File: config.mk
export PLATFORM = sky130hd
export DESIGN_NAME = fsm_pattern_tx
export DESIGN_NICKNAME = d
export VERILOG_FILES = /design/src/rtl/fsm_pattern_pkg.sv /design/src/rtl/pattern_bit_cnt.sv /design/src/rtl/fsm_pattern_tx.sv
export SDC_FILE = /design/constraint.sdc
export NUM_CORES = 1
export LEC_CHECK = 0
export ABC_CLOCK_PERIOD_IN_PS = 2100
export CAP_MARGIN = 10
export CORE_UTILIZATION = 48
export CTS_CLUSTER_DIAMETER = 120
export DETAILED_ROUTE_END_ITERATION = 7
export MAX_ROUTING_LAYER = met4
export PLACE_DENSITY = 0.8
export SLEW_MARGIN = 20
export SYNTH_ARGS = -nofsm -noshare
export SYNTH_HDL_FRONTEND = slang
export SYNTH_SLANG_ARGS = --single-unit
File: constraint.sdc
create_clock -name clk -period 2.1 [get_ports clk]
set_input_delay 0.21 -clock clk [delete_from_list [all_inputs] [get_ports clk]]
set_output_delay 0.21 -clock clk [all_outputs]
set_load 0.03 [all_outputs]
File: src/rtl/fsm_pattern_pkg.sv
// Shared types and constants for the bit-serial pattern transmitter.
// Holds the FSM state encoding and the default frame width.
package fsm_pattern_pkg;

  localparam int PATTERN_WIDTH = 16;

  typedef enum logic [1:0] {
    IDLE  = 2'd0,
    SHIFT = 2'd1,
    DONE  = 2'd2
  } state_t;

endpackage

File: src/rtl/pattern_bit_cnt.sv
// Loadable down-counter that tracks how many frame bits remain to be sent.
// Load has priority over decrement; the count saturates at zero and never wraps.
module pattern_bit_cnt #(
  parameter int LEN_W = 5
) (
  input  logic             clk,
  input  logic             rst_n,
  input  logic             load,
  input  logic [LEN_W-1:0] load_val,
  input  logic             dec,
  output logic [LEN_W-1:0] value,
  output logic             last
);

  logic [LEN_W-1:0] cnt_q;
  logic [LEN_W-1:0] cnt_d;

  // Next count: reload, step down, or hold (zero is sticky).
  always_comb begin
    cnt_d = cnt_q;
    if (load) begin
      cnt_d = load_val;
    end else if (dec && (cnt_q != '0)) begin
      cnt_d = cnt_q - 1'b1;
    end
  end

  // Count register, cleared by reset.
  always_ff @(posedge clk or negedge rst_n) begin
    if (!rst_n) begin
      cnt_q <= '0;
    end else begin
      cnt_q <= cnt_d;
    end
  end

  assign value = cnt_q;
  assign last  = (cnt_q == LEN_W'(1));

endmodule

File: src/rtl/fsm_pattern_tx.sv
// Bit-serial pattern transmitter: latches a parallel word on a ready/load
// handshake and shifts it out MSB-first on A, one bit per clock.
// Optional build macro PATTERN_TX_LOOP_EN adds a 'loop' input that replays the
// latched frame back-to-back with no gap until loop is dropped.
module fsm_pattern_tx
  import fsm_pattern_pkg::*;
#(
  parameter int WIDTH = PATTERN_WIDTH,
  parameter int LEN_W = $clog2(WIDTH + 1)
) (
  input  logic             clk,
  input  logic             reset,
  input  logic             load,
  input  logic [WIDTH-1:0] data,
  input  logic [LEN_W-1:0] len,
`ifdef PATTERN_TX_LOOP_EN
  input  logic             loop,
`endif
  output logic             ready,
  output logic             A,
  output logic             a_valid,
  output logic             done
);

  // Zero and oversize lengths both mean a full-width frame.
  function automatic logic [LEN_W-1:0] eff_len(input logic [LEN_W-1:0] l);
    if ((l == '0) || (l > LEN_W'(WIDTH))) begin
      return LEN_W'(WIDTH);
    end
    return l;
  endfunction

  state_t             state_q;
  state_t             state_d;
  logic [WIDTH-1:0]   sreg_q;
  logic [WIDTH-1:0]   sreg_d;

  logic               cnt_load;
  logic               cnt_dec;
  logic [LEN_W-1:0]   cnt_load_val;
  logic [LEN_W-1:0]   cnt_value;
  logic               cnt_last;
  logic               last_bit;

`ifdef PATTERN_TX_LOOP_EN
  // Copy of the accepted frame so a looping frame can be replayed.
  logic [WIDTH-1:0]   frame_q;
  logic [WIDTH-1:0]   frame_d;
  logic [LEN_W-1:0]   flen_q;
  logic [LEN_W-1:0]   flen_d;
`endif

  pattern_bit_cnt #(
    .LEN_W (LEN_W)
  ) u_bit_cnt (
    .clk      (clk),
    .rst_n    (reset),
    .load     (cnt_load),
    .load_val (cnt_load_val),
    .dec      (cnt_dec),
    .value    (cnt_value),
    .last     (cnt_last)
  );

  // An empty counter in SHIFT cannot occur normally; treat it as the last bit
  // so the FSM can never get stuck shifting.
  assign last_bit = cnt_last || (cnt_value == '0);

  // Next-state, shift-register and counter control.
  always_comb begin
    state_d      = state_q;
    sreg_d       = sreg_q;
    cnt_load     = 1'b0;
    cnt_dec      = 1'b0;
    cnt_load_val = eff_len(len);
`ifdef PATTERN_TX_LOOP_EN
    frame_d      = frame_q;
    flen_d       = flen_q;
`endif
    case (state_q)
      IDLE, DONE: begin
        if (load) begin
          sreg_d   = data;
          cnt_load = 1'b1;
          state_d  = SHIFT;
`ifdef PATTERN_TX_LOOP_EN
          frame_d  = data;
          flen_d   = eff_len(len);
`endif
        end else begin
          state_d  = IDLE;
        end
      end
      SHIFT: begin
        sreg_d  = {sreg_q[WIDTH-2:0], 1'b0};
        cnt_dec = 1'b1;
        if (last_bit) begin
`ifdef PATTERN_TX_LOOP_EN
          if (loop) begin
            sreg_d       = frame_q;
            cnt_load     = 1'b1;
            cnt_load_val = flen_q;
            cnt_dec      = 1'b0;
          end else begin
            state_d      = DONE;
          end
`else
          state_d = DONE;
`endif
        end
      end
      default: begin
        state_d = IDLE;
      end
    endcase
  end

  // State and shift register; reset discards any partial frame.
  always_ff @(posedge clk or negedge reset) begin
    if (!reset) begin
      state_q <= IDLE;
      sreg_q  <= '0;
    end else begin
      state_q <= state_d;
      sreg_q  <= sreg_d;
    end
  end

`ifdef PATTERN_TX_LOOP_EN
  // Replay copy of the most recently accepted frame and its length.
  always_ff @(posedge clk or negedge reset) begin
    if (!reset) begin
      frame_q <= '0;
      flen_q  <= '0;
    end else begin
      frame_q <= frame_d;
      flen_q  <= flen_d;
    end
  end
`endif

  // Moore outputs decoded from state (and the registered MSB) only.
  assign ready   = (state_q != SHIFT);
  assign a_valid = (state_q == SHIFT);
  assign A       = (state_q == SHIFT) && sreg_q[WIDTH-1];
  assign done    = (state_q == DONE);

endmodule
### After elaboration in Yosys (flattened, before gate mapping)

Index checks and enable logic that the tools add are counted.

* $add $sub $neg: 1
* $lt $le $gt $ge: 1
* eq/ne operators: 6
* mux-type cells: 13
* reduce and logical (&&, ||, !) cells: 12

Operators with widths (number)
* $pmux W16 S2: 1
* $mux W5: 4
* $mux W16: 1
* $logic_not A5 Y1: 2
* $eq A5 B1 Y1 const B: 1
* $gt A5 B5 Y1 const B: 1
* $mux W1: 5
* $reduce_bool A5 Y1: 1
* $sub A5 B1 Y5 const B: 1
* $ne A2 B1 Y1 const B: 2
* $pmux W2 S2: 1
* $reduce_bool A2 Y1: 2
* $eq A2 B1 Y1 const B: 1
* $eq A2 B2 Y1 const B: 1
* $logic_and A1 B1 Y1: 2
* $logic_not A2 Y1: 1
* $logic_or A1 B1 Y1: 2
* $mux W2: 1
* $ne A2 B2 Y1 const B: 1
* $reduce_and A2 Y1: 1
* $reduce_or A2 Y1: 1

* flip-flop bits (word level): 23
* input bits: 24
* output and inout bits: 4
* word-level logic and storage cells: 36

### Depth between registers and ports, before layout

Gate-level depths: netlist of the first run.

* depth after elaboration: 5
* gate-level depth with buffers: 5
* mapped depth without buffers: 5

### By module

A second synthesis of the first run with hierarchy kept.

* cells, all modules: 123
* area total of the unflattened synthesis: 1229.9 µm²

By module, submodules not included
* fsm_pattern_tx: instances 1, cells an instance 88, area each 895.9 µm², sequential area each 450.4 µm²
* pattern_bit_cnt: instances 1, cells an instance 35, area each 334.1 µm², sequential area each 125.1 µm²

### Least setup slack after synthesis of the first run

Ideal clock, no wire load.

* path kind: flip-flop to flip-flop
* start: reg u_bit_cnt.cnt_q[0] (netlist: u_bit_cnt.value[0])
* end: reg u_bit_cnt.cnt_q[0] (netlist: u_bit_cnt.value[0])
* setup time: 69 ps
* data arrival time: 1511 ps
* data required time: 2031 ps
* slack: 520 ps
* stages on the path, launching flop included: 6
* period minus slack after synthesis: 1580 ps
* cells stage by stage: dfrtp_1 inv_1 ha_1 or4b_4 a211o_1 nand3_1

* cells in the longest elaborated chain, start to end: 3
* elaborated cells between the ends (all ways): 6

RTL lines
* start, declared: line pattern_bit_cnt.sv:15 `logic [LEN_W-1:0] cnt_q;`
* start signal, assigned: line pattern_bit_cnt.sv:33 `cnt_q <= cnt_d;`
* $sub A5 B1 Y5 or $reduce_bool A5 Y1 (tied branches): line pattern_bit_cnt.sv:24, pattern_bit_cnt.sv:23
* $mux W5 or $logic_and A1 B1 Y1 (tied branches): line pattern_bit_cnt.sv:23 `end else if (dec && (cnt_q != '0)) begin`
* $mux W5 or $reduce_bool A2 Y1 (tied branches)

Several ways; a longest one is shown, not always the timed one. The select of a mux whose other input is x is not followed.
A chain may end at the register's enable or synchronous reset.

### Worst setup path after layout of the first run

* start: reg state_q[0]
* end: out a_valid

* cells in the longest elaborated chain, start to end: 1

RTL lines
* start, declared: line fsm_pattern_tx.sv:33 `state_t state_q;`
* start signal, assigned: line fsm_pattern_tx.sv:124 `state_q <= state_d;`
* $eq A2 B1 Y1: line fsm_pattern_tx.sv:144 `assign a_valid = (state_q == SHIFT);`
* end, declared: line fsm_pattern_tx.sv:21 `output logic a_valid,`

No other way between the ends.

==> implementation parameters, run 1 <==
Parameter                              Value

Layout
  Area overhead of the layout relative to synthesis    28.1%
  Fraction of final layout cells sized beyond drive strength 1    6.21%
  ANT cells    0
  Final non-filler cell total    189
  Post-layout net count    189

Worst setup path
  Category of the worst setup path capture point    output port
  Worst flop-to-flop path endpoint    u_bit_cnt.value[0]
  Biggest fanout along the worst timing path    9
  Count of cells along the worst register-to-register path    5
  Delay of the slowest cell on the worst path    0.67 ns
  Data arrival time of the critical path    1.74 ns
  Kind of critical path    register to output port
  Startpoint of the worst register-to-register path    u_bit_cnt.value[0]
  Kind of start point of the critical path    register
  Critical path, cell by cell    nand2b_1, clkinv_1, clkdlybuf4s50_1
  Slowest cell on the critical path    clkdlybuf4s50_1
  Critical path data required time    1.89 ns
  R2R setup slack    0.39 ns

Timing
  Final critical delay including setup and external delays    1.95 ns
  Layout Skew    0.00814 ns
  Worst Max-Slew Pin Slew    0.386 ns
  Finish-stage setup viols    0
  Relative max-transition margin    74.2%
  RSZ-0062 raised after global routing    no
  Period utilisation layout    92.9%
  Worst hold margin    0.229 ns
  Final slew viol count    0
  Top achievable clock speed    512 MHz
  Hold violation total from the final report    0
  Fin Setup TNS    0 ns

Yosys
  Sequential cell area fraction in the yosys report    49.8%
  Mapped Nets    161
  Number of unique standard cell types used by synthesis    27
  Number of warning messages in the yosys log    0
  Synthesized area per cell    8.63 um2
  Synthesized instance count    134
  Post-Syn Area    1160 um2
  Proportion of netlist area held by the largest area contributor    49.8%
  Library cell occupying the most area in the post-synthesis netlist    dfrtp_1
  Post-synthesis sequential element count    23
  Top cells by area, synth    dfrtp_1 50%, nand2_1 11%, a31oi_1 8.7%, nor2_1 5.2%, ha_1 3.2%

Floorplanning
  IO Pins    28
  Chip Height    51.1 um
  Number of rows in the core area    17
  Area inside the core boundary    2230 um2
  Horizontal die dimension    51.1 um
  Starting density of the core    51.8%
  Die area    2610 um2

Detailed routing
  Sum of routed wire length over all layers    2.41 mm
  Overall via count from detail_route    1,063
  Count of antenna-violating nets left after detailed routing    0
  Wire per inst    12.7 um
  Detailed Route Iter0 Violations    19
  Initial DRT Pass Iterations    4
  Vias per Instance    5.62
  DRC violations left    0

Clock network
  Number of levels in the clock H-tree    1
  Post-CTS Setup Repair Bufs    0
  TritonCTS Buffers    3
  TritonCTS clock tree    done
  Clock transition time at the flip-flop clock pins of the worst setup and hold paths    0.12 ns
  Number of buffers on the longest clock path    2
  Cell at the root of the clock tree    clkbuf_4
  Worst skew pair latency    0.31 ns
  Sink count of the clock tree    23

Place
  Placer's final routability congestion estimate    0.876
  Instance count after placement with tap cells included    185
  Sum of net half-perimeters after detailed placement    1.68 mm
  Port Buffer Count    27

GRT
  Largest net degree at the start of global routing    34
  Number of global-route vias before repair    966
  Total global routing track utilization    22.6%
  Initial antenna violation count    0
  Global-route wire length before repair    4.21 mm
  Global route total overflow    0

Pwr
  Static leakage    0.652 nW
  Worst IR drop on VDD    0.000878 V
  Cell area power density    1380 nW/um2

Status
  Result of the run    finished clean

Worst hold path
  Hold Path Class    primary input to async pin

Run
  Maximum Capacitance Violations    0
cells in the mapped netlist, drive strengths merged:
library cell and instances:
nand2 33, dfrtp 23, a31oi 16, nor2 16
clkbuf 6, inv 4, nand3 4, nand3b 4
a21oi 3, ha 3, nand2b 3, a31o 2
buf 2, nor2b 2, o21ai 2, o311ai 2
a211o 1, and2 1, clkinv 1, nor3 1
nor4 1, o211a 1, o41ai 1, or4 1
or4b 1
repair_timing:
item / 4_1_cts / 5_1_grt
hold buffers: 0 / 0
gates resized for setup: 1 / 0
setup endpoints to repair: 1 / 0
final cells by class:
cell class,instances,area [um2]
clock buffers,4,26.3
fillers,193,752
inverters,5,18.8
multi-input cells,98,529
flip-flops and latches,23,576
well taps,28,35.0
repair buffers,31,297
worst max-delay path, delay by kind of cell (launching register included):
| family | cells | cell delay (ns) |
|---|---|---|
| buf+inv | 2 | 0.89 |
| flops | 1 | 0.43 |
| simple gates | 1 | 0.11 |
layer usage:
layer	part of all wire, %	GRT usage [%]	vias up	routed length (um)
met5	0	-	-	0
met4	1.4	6.94	0	34
met3	5.4	5.95	5	130
met2	47	36.0	24	1140
met1	46	28.3	517	1100
li1	-	-	517	-
state kept, by name (all words and copies together), names as in the netlist:
signal,flops
state_q,2
u_bit_cnt.value,5
sreg_q,16
how the worst max path moves through the flow:
| stage | start | to | slack (ns) | cells after the start |
|---|---|---|---|---|
| finish | state_q[0] | a_valid | 0.15 | 3 |
| global route | state_q[0] | a_valid | 0.04 | 3 |
| CTS | state_q[0] | a_valid | 0.15 | 3 |
| detailed placement | len[0] | u_bit_cnt.value[3] | 0.23 | 6 |
| global placement | len[0] | u_bit_cnt.value[2] | 0.29 | 5 |
| floorplan | u_bit_cnt.value[0] | u_bit_cnt.value[0] | 0.52 | 5 |
layout by cell type (no fill, tap or decap), drive strengths merged:
master	n
dfrtp	23
o41ai	1
clkdlybuf4s50	25
nand2b	3
o311ai	2
clkinv	1
or4b	1
clkbuf	4
dlygate4sd2	1
a31o	2
nand2	33
o21ai	2
buf	5
nor2	16
nand3b	4
a31oi	16
nor2b	2
nand3	4
a21oi	3
nor3	1
o211a	1
nor4	1
or4	1
inv	4
and2	1
ha	3
a211o	1
power breakdown:
group          internal, W  switching (W)  total [W]
sequential        0.000662       0.000154   0.000815
clock            0.0000742       0.000126   0.000200
combinational     0.000430       0.000595    0.00103
total              0.00117       0.000874    0.00204
through the flow:
step | setup slack, ns | instance area [um2] | total power, W | util [%]
2_1_floorplan | 0.520 | 1160 | 0.00156 | -
3_3_place_gp | 0.288 | 1460 | 0.00181 | 65.2
3_5_place_dp | 0.235 | 1460 | 0.00185 | 65.2
4_1_cts | 0.154 | 1480 | 0.00205 | 66.3
5_1_grt | 0.0430 | 1480 | 0.00225 | 66.3
6_report | 0.148 | 1480 | 0.00204 | 66.3
logic make-up (layout without fill, tap and decap cells):
group | Yosys count | in the layout | synth area share (%)
AOI/OAI and AO/OA | 28 | 28 | 16.2
adders and majority gates | 3 | 3 | 3.25
buffers and inverters | 13 | 40 | 4.44
DFF | 23 | 23 | 49.8
and+or+nand+nor | 67 | 67 | 26.3
Note: power is estimated with default switching activity, not from simulation.
==> inputs of run 2 (changes only) <==
--- a/config.mk
+++ b/config.mk
@@ -7,11 +7,12 @@
 export LEC_CHECK = 0
 export ABC_CLOCK_PERIOD_IN_PS = 2100
 export CAP_MARGIN = 10
-export CORE_UTILIZATION = 48
+export CORE_MARGIN = 1
+export CORE_UTILIZATION = 40
 export CTS_CLUSTER_DIAMETER = 120
 export DETAILED_ROUTE_END_ITERATION = 7
 export MAX_ROUTING_LAYER = met4
-export PLACE_DENSITY = 0.8
+export PLACE_DENSITY = 0.69
 export SLEW_MARGIN = 20
 export SYNTH_ARGS = -nofsm -noshare
 export SYNTH_HDL_FRONTEND = slang
==> run 2 against run 1 <==
  * Maximum frequency fell by 1.0%
  * Highest routed layer unchanged
  * Critical path type unchanged
  * Cell area increased by 0.34%
  * Critical path depth is the same
  * Clock power grew 3%
==> implementation parameters, run 2 (synthesized netlist as in run 1, its figures left out) <==
Parameter                              Value

Timing
  RSZ-0062 raised after global routing    no
  Top achievable clock speed    507 MHz (-1.0%)
  Final slew viol count    0 (unchanged)
  Fin Setup TNS    0 ns (unchanged)
  Hold violation total from the final report    0 (unchanged)
  Worst Max-Slew Pin Slew    0.491 ns (+0.104 ns)
  Finish-stage setup viols    0 (unchanged)
  Final critical delay including setup and external delays    1.97 ns (+0.0201 ns)
  Relative max-transition margin    67.3% (-7.0 points)
  Period utilisation layout    93.9% (+0.96 points)
  Layout Skew    0.0135 ns (+0.00537 ns)

Layout
  Design area    1490 um2 (+0.34%)
  Final non-filler cell total    192 (+1.6%)
  Max FFs per register    16 (unchanged)
  Commonest non-fill, non-tap cells in the layout    33 x nand2_1, 25 x clkdlybuf4s50_1, 23 x dfrtp_1
  Fillers    278 (+44%)
  Area overhead of the layout relative to synthesis    28.6%
  Register with the most flip-flops    sreg_q
  Post-layout net count    189 (unchanged)
  Fraction of final layout cells sized beyond drive strength 1    6.83% (+0.62 points)
  Most common cell after layout, fill and taps aside    nand2_1
  ANT cells    0 (unchanged)

Clock network
  Worst skew pair latency    0.31 ns (about the same)
  Clock transition time at the flip-flop clock pins of the worst setup and hold paths    0.14 ns (+0.02 ns)
  Sink count of the clock tree    23 (unchanged)
  Number of levels in the clock H-tree    1 (unchanged)
  Cell at the root of the clock tree    clkbuf_4
  Number of buffers on the longest clock path    2 (unchanged)
  Post-CTS Setup Repair Bufs    0 (unchanged)
  Total of cells resized after clock tree synthesis    1 (unchanged)
  TritonCTS clock tree    done
  TritonCTS Buffers    3 (unchanged)
  Hold-fix buffer count after cts    0 (unchanged)

Detailed routing
  Overall via count from detail_route    1,048 (-1.4%)
  Initial DRT Pass Iterations    4 (unchanged)
  Detailed Route Iter0 Violations    24 (+5)
  Vias per Instance    5.46 (-3.0%)
  DRC violations left    0 (unchanged)
  Count of antenna-violating nets left after detailed routing    0 (unchanged)
  Sum of routed wire length over all layers    2.54 mm (+5.7%)
  Wire per inst    13.2 um (+4.1%)

GRT
  Global-route wire length before repair    4.48 mm (+6.4%)
  Largest net degree at the start of global routing    34 (unchanged)
  Global route total overflow    0 (unchanged)
  Total global routing track utilization    18.7% (-3.9 points)
  Number of global-route vias before repair    1,018 (+5.4%)
  Initial antenna violation count    0 (unchanged)

Floorplanning
  Number of rows in the core area    19 (+2)
  Die area    3110 um2 (+19%)
  Area inside the core boundary    2760 um2 (+23%)
  Chip Height    55.8 um (+9.2%)
  Horizontal die dimension    55.8 um (+9.2%)
  Starting density of the core    41.9% (-9.8 points)
  IO Pins    28 (unchanged)

Pwr
  Worst IR drop on VDD    0.000732 V (-17%)
  Cell area power density    1370 nW/um2 (-0.34%)
  Static leakage    0.654 nW (+0.42%)
  Design Power    0.00204 W (about the same)

Status
  Result of the run    finished clean

Worst setup path
  Category of the worst setup path capture point    output port
  Count of cells along the worst register-to-register path    5 (unchanged)
  Startpoint of the worst register-to-register path    u_bit_cnt.value[0]
  Critical path data required time    1.89 ns (about the same)
  Launching element of the worst setup path    state_q[0]
  Kind of critical path    register to output port
  Biggest fanout along the worst timing path    9 (unchanged)
  Data arrival time of the critical path    1.76 ns (+0.02 ns)
  Kind of start point of the critical path    register
  R2R setup slack    0.39 ns (about the same)

Place
  Placer's final routability congestion estimate    0.814 (-7.0%)
  Port Buffer Count    27 (unchanged)
  Instance count after placement with tap cells included    188 (+1.6%)
  Standard cell area after detailed placement    1460 um2 (+0.26%)
  Sum of net half-perimeters after detailed placement    1.76 mm (+4.5%)

Worst hold path
  Hold Path Class    primary input to async pin

Run
  Maximum Capacitance Violations    0 (unchanged)
[run 2: cell types whose count changed in the layout (fill, tap and decap cells not counted)]
cell | previous run | this run
clkbuf_1 | 1 | 0
clkinv_2 | 0 | 1
[run 2: through the flow]
step	utilization (%)	setup slack [ns]	hold WS (ns)
after global placement	52.9	0.281	0.482
after floorplan	-	0.520	-0.0856
final	53.9	0.128	0.234
after detailed placement	52.9	0.225	0.490
after CTS	53.9	0.114	0.243
after global routing	53.9	0.0285	0.240
[run 2: final cells by class]
cell class,instances,area [um2],share of cell area (%)
Clock buffer,3,22.5,1.52
Clock inverter,1,5.00,0.337
Inverter,5,18.8,1.26
Multi-Input combinational cell,98,529,35.6
Sequential cell,23,576,38.7
Tap cell,31,38.8,2.61
Timing Repair Buffer,31,297,19.9
[run 2: final timing paths]
path | to
min reg2reg | sreg_q[0]
max reg2reg | u_bit_cnt.value[0]
max | a_valid
min | sreg_q[10]
max in group asynchronous | state_q[0]
min in group clk | sreg_q[0]
[run 2: critical path: stages, from the launching register on]
cell	delay (ns)
dfrtp_1	0.44
nand2b_1	0.11
clkinv_1	0.23
clkdlybuf4s50_1	0.67
[run 2: power by group]
part	switching [W]	internal (W)	total (W)
logic	0.000593	0.000429	0.00102
registers	0.000150	0.000661	0.000812
clock network	0.000136	0.0000711	0.000207
total	0.000879	0.00116	0.00204
[run 2: per-layer routing]
| metal | routed length (um) | up-vias | share of wire, % | global-route usage, % |
|---|---|---|---|---|
| li1 | - | 520 | - | - |
| met1 | 1150 | 503 | 45 | 23.1 |
| met4 | 34 | 0 | 1.3 | 7.50 |
| met5 | 0 | - | 0 | - |
| met2 | 1250 | 21 | 49 | 30.8 |
| met3 | 109 | 4 | 4.3 | 3.02 |
==> RTL edit (config.mk and constraints of run 1) <==
Build with the macro `PATTERN_TX_LOOP_EN` defined.
--- a/src/rtl/fsm_pattern_tx.sv
+++ b/src/rtl/fsm_pattern_tx.sv
@@ -2,6 +2,8 @@
 // handshake and shifts it out MSB-first on A, one bit per clock.
 // Optional build macro PATTERN_TX_LOOP_EN adds a 'loop' input that replays the
 // latched frame back-to-back with no gap until loop is dropped.
+`define PATTERN_TX_LOOP_EN
+
 module fsm_pattern_tx
   import fsm_pattern_pkg::*;
 #(
Ports: changed (added loop); port bits go from 28 to 29. No check against the original RTL was run, so the function may have changed too.
==> RTL edit against run 1 <==
- synthesized area increased by 92%
- sequential power rose by 87%
- routed wire length is 77% higher
- utilization shrank 3.5 points
- design area up 86%
- register-to-register slack worse by 0.23 ns
- sequential cell count up 21
- clock skew fell by 0.0011 ns
- setup slack got worse by 0.071 ns
- total power rose by 92%
- highest routed layer unchanged
==> RTL edit: results (changes against run 1) <==
status:
  outcome: "complete, no violations"  # unchanged
critical_path:
  r2r_slack_ns: 0.16  # was 0.39 ns
  ff2ff_path_depth: 6  # was 5
  critical_path_arrival_ns: 1.81  # was 1.74 ns
routing:
  route.met3.wl_microns: 98  # was 130 microns
  wl_met1_microns: 2030  # was 1100 microns
  wl_per_cell_microns: 14.5  # was 12.7 microns
  routed_wl_microns: 4260  # was 2410 microns
  first_iter_violations: 77  # was 19
  viasPerCell: 5.57  # was 5.62
cts:
  cts-htree-levels: 2  # was 1
  clk_pin_slew_worst_paths_ns: 0.08  # was 0.12 ns
  cts-root-buf: "clkbuf_8"  # was clkbuf_4
synth:
  synth_area_leaders: "dfrtp_1 50%, mux2i_1 9.0%, a21o_1 5.4%"  # was dfrtp_1 50%, nand2_1 11%, a31oi_1 8.7%
  synth_compound_area_share_pct: 21.9  # was 16.2%
  ys_types: 36  # was 27
  syn_inst: 206  # was 134
  yosysSeqAreaShare_pct: 49.7  # was 49.8%
  synth_adder_area_share_pct: 2.26  # was 3.25%
placement:
  gp_congestion: 0.812  # was 0.876
final_layout:
  fillerInstances: 360  # was 193
  drive_above_1_share_pct: 11.6  # was 6.21%
timing:
  final.setup.worst_slack_ns: 0.0770  # was 0.148 ns
grt:
  grt_pass1_vias: 1733  # was 966
  grt_use_met2_pct: 33.0  # was 36.0%
  grt_start_max_net_pins: 45  # was 34
  grt_pass1_wl_microns: 7830  # was 4210 microns
RTL edit: cell count changes after synthesis, moves of 6 or more:
cell	run 1	this run
o21ai_0	1	7
a21o_1	0	16
dfrtp_1	23	44
a21oi_1	3	19
a211oi_1	0	15
mux2i_1	0	20
nand2_1	33	7
and2_1	1	16
nor2_1	16	6
a31oi_1	16	2
RTL edit: cells by family (layout without fill, tap and decap cells):
kind of cell | count (synthesis) | after routing
buffers and inverters | 18 | 54
and+or+nand+nor | 49 | 49
adders and majority gates | 4 | 4
DFF | 44 | 44
AOI/OAI and AO/OA | 71 | 71
muxes | 20 | 20
RTL edit: area by class of cell:
class / instances / area [sq um] / share of cell area [%]
clock buffer: 5 / 68.8 / 2.50
multi-input combinational: 144 / 1030 / 37.4
clock inverter: 2 / 60.1 / 2.18
sequential: 44 / 1100 / 39.9
tap: 52 / 65.1 / 2.36
timing repair buffer: 42 / 410 / 14.9
inverter: 5 / 18.8 / 0.681
RTL edit: metrics by stage:
step                      area (sq um)  total power, W  setup TNS, ns  hold WS [ns]
after floorplan                   2210         0.00272              0       -0.0856
after global placement            2610         0.00313         -0.448         0.315
after detailed placement          2610         0.00320         -0.604         0.318
after CTS                         2750         0.00396              0         0.483
after global routing              2760         0.00423       -0.00120         0.499
final                             2760         0.00393              0         0.482
RTL edit: timing repair:
item | 4_1_cts | 5_1_grt
resized for setup | 0 | 2
buffers inserted | 0 | 0
hold endpoints to repair | 1 | 0
setup endpoints to repair | 0 | 2
hold buffers | 1 | 0
RTL edit: report_power, final:
part | internal, W | switching (W) | total (W)
Sequential | 0.00126 | 0.000267 | 0.00152
Clock | 0.000468 | 0.000273 | 0.000741
Combinational | 0.000819 | 0.000842 | 0.00166
Total | 0.00254 | 0.00138 | 0.00393
